[src/rtl/cla_pkg.sv]
// Shared constants, depth helper and stage payload for the pipelined CLA.
// Imported by cla_group and pipelined_cla_adder.
package cla_pkg;

  localparam int DEF_WIDTH = 16;
  localparam int DEF_BLOCK = 4;

  function automatic int nstage(input int width, input int block);
    return width / block;
  endfunction

  // Payload of one pipeline stage at the default width.
  typedef struct packed {
    logic                 v;
    logic                 c;
    logic                 cm;
    logic [DEF_WIDTH-1:0] s;
    logic [DEF_WIDTH-1:0] a;
    logic [DEF_WIDTH-1:0] b;
  } stage_t;

endpackage

[src/rtl/cla_group.sv]
// Combinational BLOCK-bit carry-look-ahead group.
// Ports: a, b, c in; s, c_out, c_msb_in (carry into group MSB) out.
module cla_group
  import cla_pkg::*;
#(
  parameter int BLOCK = DEF_BLOCK
) (
  input  logic [BLOCK-1:0] a,
  input  logic [BLOCK-1:0] b,
  input  logic             c,
  output logic [BLOCK-1:0] s,
  output logic             c_out,
  output logic             c_msb_in
);

  logic [BLOCK-1:0] g;
  logic [BLOCK-1:0] p;
  logic [BLOCK:0]   cy;
  logic             acc;
  logic             pp;

  assign g = a & b;
  assign p = a ^ b;

  // Each carry is the flat sum-of-products
  // g[i] | p[i]g[i-1] | ... | p[i..0]c.
  always_comb begin
    cy    = '0;
    acc   = 1'b0;
    pp    = 1'b0;
    cy[0] = c;
    for (int i = 0; i < BLOCK; i++) begin
      acc = g[i];
      pp  = p[i];
      for (int j = i - 1; j >= 0; j--) begin
        acc = acc | (pp & g[j]);
        pp  = pp & p[j];
      end
      cy[i+1] = acc | (pp & c);
    end
  end

  assign s        = p ^ cy[BLOCK-1:0];
  assign c_out    = cy[BLOCK];
  assign c_msb_in = cy[BLOCK-1];

endmodule

[src/rtl/pipelined_cla_adder.sv]
// Pipelined CLA adder/subtractor, one BLOCK-bit group per stage.
// Ports: clk, rst_n, in_valid/in_ready, a, b, cin, sub,
//        out_valid/out_ready, s, cout, ovf.
module pipelined_cla_adder
  import cla_pkg::*;
#(
  parameter  int WIDTH  = DEF_WIDTH,
  parameter  int BLOCK  = DEF_BLOCK,
  localparam int NSTAGE = nstage(WIDTH, BLOCK)
) (
  input  logic             clk,
  input  logic             rst_n,
  input  logic             in_valid,
  output logic             in_ready,
  input  logic [WIDTH-1:0] a,
  input  logic [WIDTH-1:0] b,
  input  logic             cin,
  input  logic             sub,
  output logic             out_valid,
  input  logic             out_ready,
  output logic [WIDTH-1:0] s,
  output logic             cout,
  output logic             ovf
);

  if (WIDTH % BLOCK != 0) begin : g_chk
    $error("WIDTH must be a multiple of BLOCK");
  end

  typedef struct packed {
    logic             v;
    logic             c;
    logic             cm;
    logic [WIDTH-1:0] s;
    logic [WIDTH-1:0] a;
    logic [WIDTH-1:0] b;
  } lane_t;

  lane_t head;
  logic  adv;

  assign adv      = !out_valid || out_ready;
  assign in_ready = adv;

  always_comb begin
    head   = '0;
    head.v = in_valid;
    head.c = cin ^ sub;
    head.a = a;
    head.b = sub ? ~b : b;
  end

  for (genvar k = 0; k < NSTAGE; k++) begin : g_st
    lane_t            cur;
    lane_t            nx;
    lane_t            r;
    logic [BLOCK-1:0] gs;
    logic             gc;
    logic             gm;

    if (k == 0) begin : g_in
      assign cur = head;
    end else begin : g_mid
      assign cur = g_st[k-1].r;
    end

    cla_group #(
      .BLOCK(BLOCK)
    ) u_grp (
      .a       (cur.a[k*BLOCK +: BLOCK]),
      .b       (cur.b[k*BLOCK +: BLOCK]),
      .c       (cur.c),
      .s       (gs),
      .c_out   (gc),
      .c_msb_in(gm)
    );

    always_comb begin
      nx                     = cur;
      nx.s[k*BLOCK +: BLOCK] = gs;
      nx.c                   = gc;
      nx.cm                  = gm;
    end

    // Bubbles only clear the valid bit so the last
    // result stays on s/cout/ovf.
    always_ff @(posedge clk) begin
      if (!rst_n) begin
        r <= '0;
      end else if (adv) begin
        if (cur.v) begin
          r <= nx;
        end else begin
          r.v <= 1'b0;
        end
      end
    end
  end

  assign out_valid = g_st[NSTAGE-1].r.v;
  assign s         = g_st[NSTAGE-1].r.s;
  assign cout      = g_st[NSTAGE-1].r.c;
  assign ovf       = g_st[NSTAGE-1].r.c ^ g_st[NSTAGE-1].r.cm;

endmodule

[config.mk]
export PLATFORM = sky130hd
export DESIGN_NAME = pipelined_cla_adder
export DESIGN_NICKNAME = d
export VERILOG_FILES = /design/src/rtl/cla_pkg.sv /design/src/rtl/cla_group.sv /design/src/rtl/pipelined_cla_adder.sv
export SDC_FILE = /design/constraint.sdc
export NUM_CORES = 1
export LEC_CHECK = 0
export ABC_AREA = 1
export ABC_CLOCK_PERIOD_IN_PS = 2200
export CAP_MARGIN = 25
export CORE_ASPECT_RATIO = 0.5
export CORE_MARGIN = 8
export CORE_UTILIZATION = 55
export DETAILED_ROUTE_END_ITERATION = 8
export GPL_ROUTABILITY_DRIVEN = 1
export PLACE_DENSITY_LB_ADDON = 0.3
export SETUP_SLACK_MARGIN = 0.05
export SLEW_MARGIN = 10
export SYNTH_ARGS = -nofsm -noshare
export SYNTH_HDL_FRONTEND = slang
export SYNTH_SLANG_ARGS = --single-unit
[constraint.sdc]
create_clock -name clk -period 2.2 [get_ports clk]
set_clock_uncertainty 0.2 [all_clocks]
set_input_delay 0.22 -clock clk [delete_from_list [all_inputs] [get_ports clk]]
set_output_delay 0.22 -clock clk [all_outputs]
set_load 0.02 [all_outputs]
==> Yosys cells after proc, flatten, opt, wreduce, memory -nomap -nowiden <==
Cells that the tools add are included.
{ "word_totals": {"register_bits": 145} }
{ "classes": {"mux": 5, "bitwise": 119, "reduce_logical": 6} }
{ "ops": {"columns": ["op", "count"], "rows": [
  ["$and 1x1->1", 64],
  ["$or 1x1->1", 40],
  ["$xor 4x4->4", 8],
  ["$and 4x4->4", 4],
  ["$mux 16", 1],
  ["$not 16->16", 1],
  ["$reduce_and 2->1", 4],
  ["$mux 1", 4],
  ["$xor 1x1->1", 2],
  ["$logic_not 1->1", 1],
  ["$logic_or 1x1->1", 1]
]} }

==> Longest topological paths before layout <==
{ "depth": {"depth_word": 8, "depth_mapped": 13} }

==> By module <==
A second synthesis with hierarchy kept.
{ "hier_totals": {"hier_cells": 615, "area_unflattened_um2": 4473.0} }
{ "by_module_without_submodules": {"columns": ["module", "n_inst", "cells_each", "area_each_um2"], "rows": [
  ["pipelined_cla_adder", 1, 499, 3722.3],
  ["cla_group at g_st[0].u_grp ...", 2, 31, 193.9],
  ["cla_group at g_st[2].u_grp", 1, 27, 183.9],
  ["cla_group at g_st[3].u_grp", 1, 27, 178.9]
]} }

==> Least setup slack after synthesis <==
Ideal clock, no wire load.
{ "synth_path": {"kind": "input to register", "start": "input port sub", "end": "register g_st[0].r[35] in the netlist's numbering", "arrival_ns": 1.562, "required_ns": 1.891, "path_slack_ns": 0.329, "stages": 12, "cell_sequence": "buf_4 buf_4 xnor2_1 inv_1 ha_1 inv_1 nor2_1 nand2_1 nand3_1 nand3_1 nand2_1 inv_1"} }
{ "synth_via": {"elab_chain_len": 7} }
{ "synth_rtl": {"columns": ["element", "line", "text"], "rows": [
  ["start: declaration", "pipelined_cla_adder.sv:18", "input logic sub,"],
  ["$mux 16", "pipelined_cla_adder.sv:50", "head.b = sub ? ~b : b;"],
  ["$xor 4x4->4 or $and 4x4->4 (tied branches)", "cla_group.sv:23, cla_group.sv:22", null],
  ["$and 1x1->1 (on tied branches)", "cla_group.sv:36, cla_group.sv:37", null],
  ["$or 1x1->1, or another cell as far along", "cla_group.sv:36", "acc = acc | (pp & g[j]);"],
  ["$or 1x1->1 or $and 1x1->1 (tied branches)", "cla_group.sv:36, cla_group.sv:39", null],
  ["$or 1x1->1", "cla_group.sv:39", "cy[i+1] = acc | (pp & c);"],
  ["$xor 4x4->4 (*)", "cla_group.sv:43", "assign s = p ^ cy[BLOCK-1:0];"],
  ["end signal: assignment", "pipelined_cla_adder.sv:92", "r <= nx;"],
  ["end: declaration", "pipelined_cla_adder.sv:56", "lane_t r;"]
]} }
Every way passes the cells marked *; elsewhere a longest branch is shown, timed or not.
A chain may end at the register's enable or synchronous reset.

==> Worst setup path after layout <==
{ "layout_path": {"start": "register g_st[3].r (netlist bit out_valid)", "end": "output port in_ready"} }
{ "layout_via": {"elab_chain_len": 2} }
{ "layout_rtl": {"columns": ["element", "line", "text"], "rows": [
  ["start: declaration", "pipelined_cla_adder.sv:56", null],
  ["start signal: assignment", "pipelined_cla_adder.sv:92", null],
  ["$logic_not 1->1", "pipelined_cla_adder.sv:42", "assign adv = !out_valid || out_ready;"],
  ["$logic_or 1x1->1", "pipelined_cla_adder.sv:42", null],
  ["end: declaration", "pipelined_cla_adder.sv:14", "output logic in_ready,"]
]} }
Every way passes these cells.

==> results_dict.tcl <==
set metrics [dict create \
    status "finished clean" \
    min-delay-start "rst_n" \
    startpoint "out_valid" \
    yosysTopAreaCell "dfxtp_1" \
    max_freq_mhz 503 \
    dieArea_um2 11400 \
    max_stage_delay_ns 0.53 \
    power_density_nw_per_um2 795 \
    final_hold_viol_count 0 \
    core-area_um2 7910 \
    synth_seq_cells 97 \
    r2r_end "g_st[0].r[33]" \
    p_leak_nw 2.36 \
    rows 23 \
    htree_levels 3 \
    hp-class "in -> reg" \
    synthArstFlopShare 0 \
    synthFlopType "dfxtp_1" \
    setup_viol 0 \
    avgRoutedWirePerCell_um 12.5 \
    maxCapViolCount 0 \
    drv_slew 0 \
    required_ns 1.78 \
    crit_path_start_kind "flip-flop" \
    crit_chain "inv_1 -> nor2_8 -> inv_4 -> clkdlybuf4s50_1" \
    io_pins 58 \
    grt_use_total 0.166 \
    place_congestion 0.784 \
    r2r_slack_ns 0.48 \
    min_path_cells 3 \
    grt_max_degree 34 \
    drive_gt1_frac 0.0714 \
    numCtsBuffers 9 \
    critPathTopFamily "buffers and inverters" \
    crit_cells 4 \
    netlist.area_leader.share 0.437 \
    crit_type "reg -> out" \
    worstSkewPairLatency_ns 0.34 \
    r2r-start "out_valid" \
    detail_route.iter0.violations 239 \
    placed_area_um2 4920 \
    die_x_um 143 \
    area_delta_synth_final_pct 18.8 \
    dp_hpwl_mm 6.32 \
    period_needed_ns 1.99 \
    ys_warn_count 0 \
    numPortBuffers 57 \
    antenna_cells 0 \
    worst_ep_arrival_time_ns 1.57 \
    path_max_fanout 4 \
    avgViaCountPerCell 4.92 \
    critPathBufInv 3 \
    vias 3512 \
    cts_tree "done" \
    nNetsFinal 657 \
    tightest_slew_ns 0.603 \
    grt-ovfl-total 0 \
    worstSetupEndpointType "primary output" \
    totalWireLength_mm 8.93 \
    clockRootBuffer "clkbuf_16" \
    rsz0062_at_grt "false" \
    ys_seq_area_frac 0.437 \
    postLayoutCellArea_um2 5280 \
    hold_buffers 0 \
    slew_headroom 0.597 \
    finalCritPeriodShare 0.903 \
    syn_avg_cell_area_um2 7.93 \
    fin_ws_ns 0.213 \
    synth_most_common_cell "nor2_1" \
    drc 0 \
    clock_path_buffers 2 \
    pre_cts_ws_ns -0.0394 \
    ys_types 27 \
    syn_area_um2 4440 \
    ir_drop_mv 0.506 \
    ant_nets 0 \
    cts_sinks 97 \
    worstRegToRegCells 7 \
    synth_cells 560 \
    die_h_um 79.5 \
    clkTransAtPathRegs_ns 0.06 \
    ys_top_cells_by_count "125 x nor2_1, 97 x dfxtp_1, 81 x o21ai_0" \
    synth_edf_count 0 \
    synth_area_leaders "dfxtp_1 44%, nor2_1 11%, o21ai_0 9.1%" \
    drt-pass1-iter-count 5 \
    grt_pass1_vias 3180 \
    syn_nets 620 \
    start_util 0.561 \
    cp-endpoint "in_ready" \
    crit_slowest_cell "clkdlybuf4s50_1" \
    antenna_found_initial 0 \
    grt_pass1_wl_mm 15.1 \
]
==> worst min path at each step <==
| stage | to | slack (ns) |
|---|---|---|
| after detailed placement | g_st[1].r[13] | 0.25 |
| final | g_st[2].r[39] | 0.07 |
| after floorplan | g_st[0].r[20] | 0.15 |
| after CTS | g_st[2].r[39] | 0.06 |
| after global placement | g_st[1].r[10] | 0.24 |
| after global routing | g_st[2].r[39] | 0.07 |
==> layout make-up <==
cell class | instances | area [um^2]
Clock buffer | 12 | 256
Clock inverter | 4 | 73.8
Fill cell | 709 | 2640
Inverter | 51 | 199
Multi-Input combinational cell | 368 | 2000
Sequential cell | 97 | 1940
Tap cell | 112 | 140
Timing Repair Buffer | 70 | 663
==> metrics by stage <==
| stage | power [mW] | hold WS (ns) | cells | setup TNS (ns) | util |
|---|---|---|---|---|---|
| after floorplan | 2.35 | 0.155 | 560 | 0 | - |
| after global placement | 2.51 | 0.244 | 695 | -0.00626 | 0.622 |
| after detailed placement | 2.52 | 0.247 | 695 | -0.0394 | 0.622 |
| after CTS | 4.23 | 0.0555 | 711 | 0 | 0.664 |
| after global routing | 4.39 | 0.0711 | 714 | 0 | 0.667 |
| final | 4.19 | 0.0653 | 714 | 0 | 0.667 |
==> routing by layer <==
| metal | track usage | share of wire |
|---|---|---|
| met3 | 0.0549 | 0.067 |
| met4 | 0.0589 | 0.015 |
| met5 | 0 | 0 |
| met1 | 0.233 | 0.53 |
| met2 | 0.232 | 0.39 |
==> power breakdown <==
group | switching [mW] | internal, mW
clock | 0.642 | 1.06
combinational | 0.306 | 0.249
sequential | 0.0663 | 1.87
total | 1.01 | 3.18
==> kinds of logic after synthesis <==
group,after synthesis,share of synthesized area
XOR/XNOR,21,0.0414
AO/OA/AOI/OAI,124,0.145
adder cells (fa/ha/maj),22,0.0687
AND/OR/NAND/NOR,201,0.196
flip-flops,97,0.437
buffers and inverters,95,0.112
==> repair_timing <==
item / CTS / global route
resized for setup: 0 / 0
setup buffers: 0 / 3
endpoints found under the setup margin: 0 / 1
==> placed cells by master, fill, tap and decap left out, types with 3 or more instances in the layout <==
cell	Yosys	final
buf_4	23	13
xor2_1	12	12
inv_4	3	3
a21oi_1	37	37
clkdlybuf4s50_1	0	56
dfxtp_1	97	97
nor2_8	3	3
clkbuf_16	0	9
nand2_1	44	44
nand4_1	6	6
nand3_1	19	19
a211oi_1	3	3
o21ai_0	81	81
inv_1	47	47
nor2_1	125	125
xnor2_1	9	9
ha_1	18	18
fa_1	4	4
==> sequential cells by signal, indices dropped and copies added (netlist names) <==
| signal | cells |
|---|---|
| g_st.r | 79 |
| s | 16 |
| cout | 1 |
| out_valid | 1 |
==> worst register-to-register path, delay by kind of cell, from the launching register on <==
family	cells	cell delay [ns]
AO/OA/AOI/OAI	1	0.18
buffers and inverters	3	0.58
flip-flops	1	0.33
AND/OR/NAND/NOR	3	0.34
(Power assumes the default switching activity.)
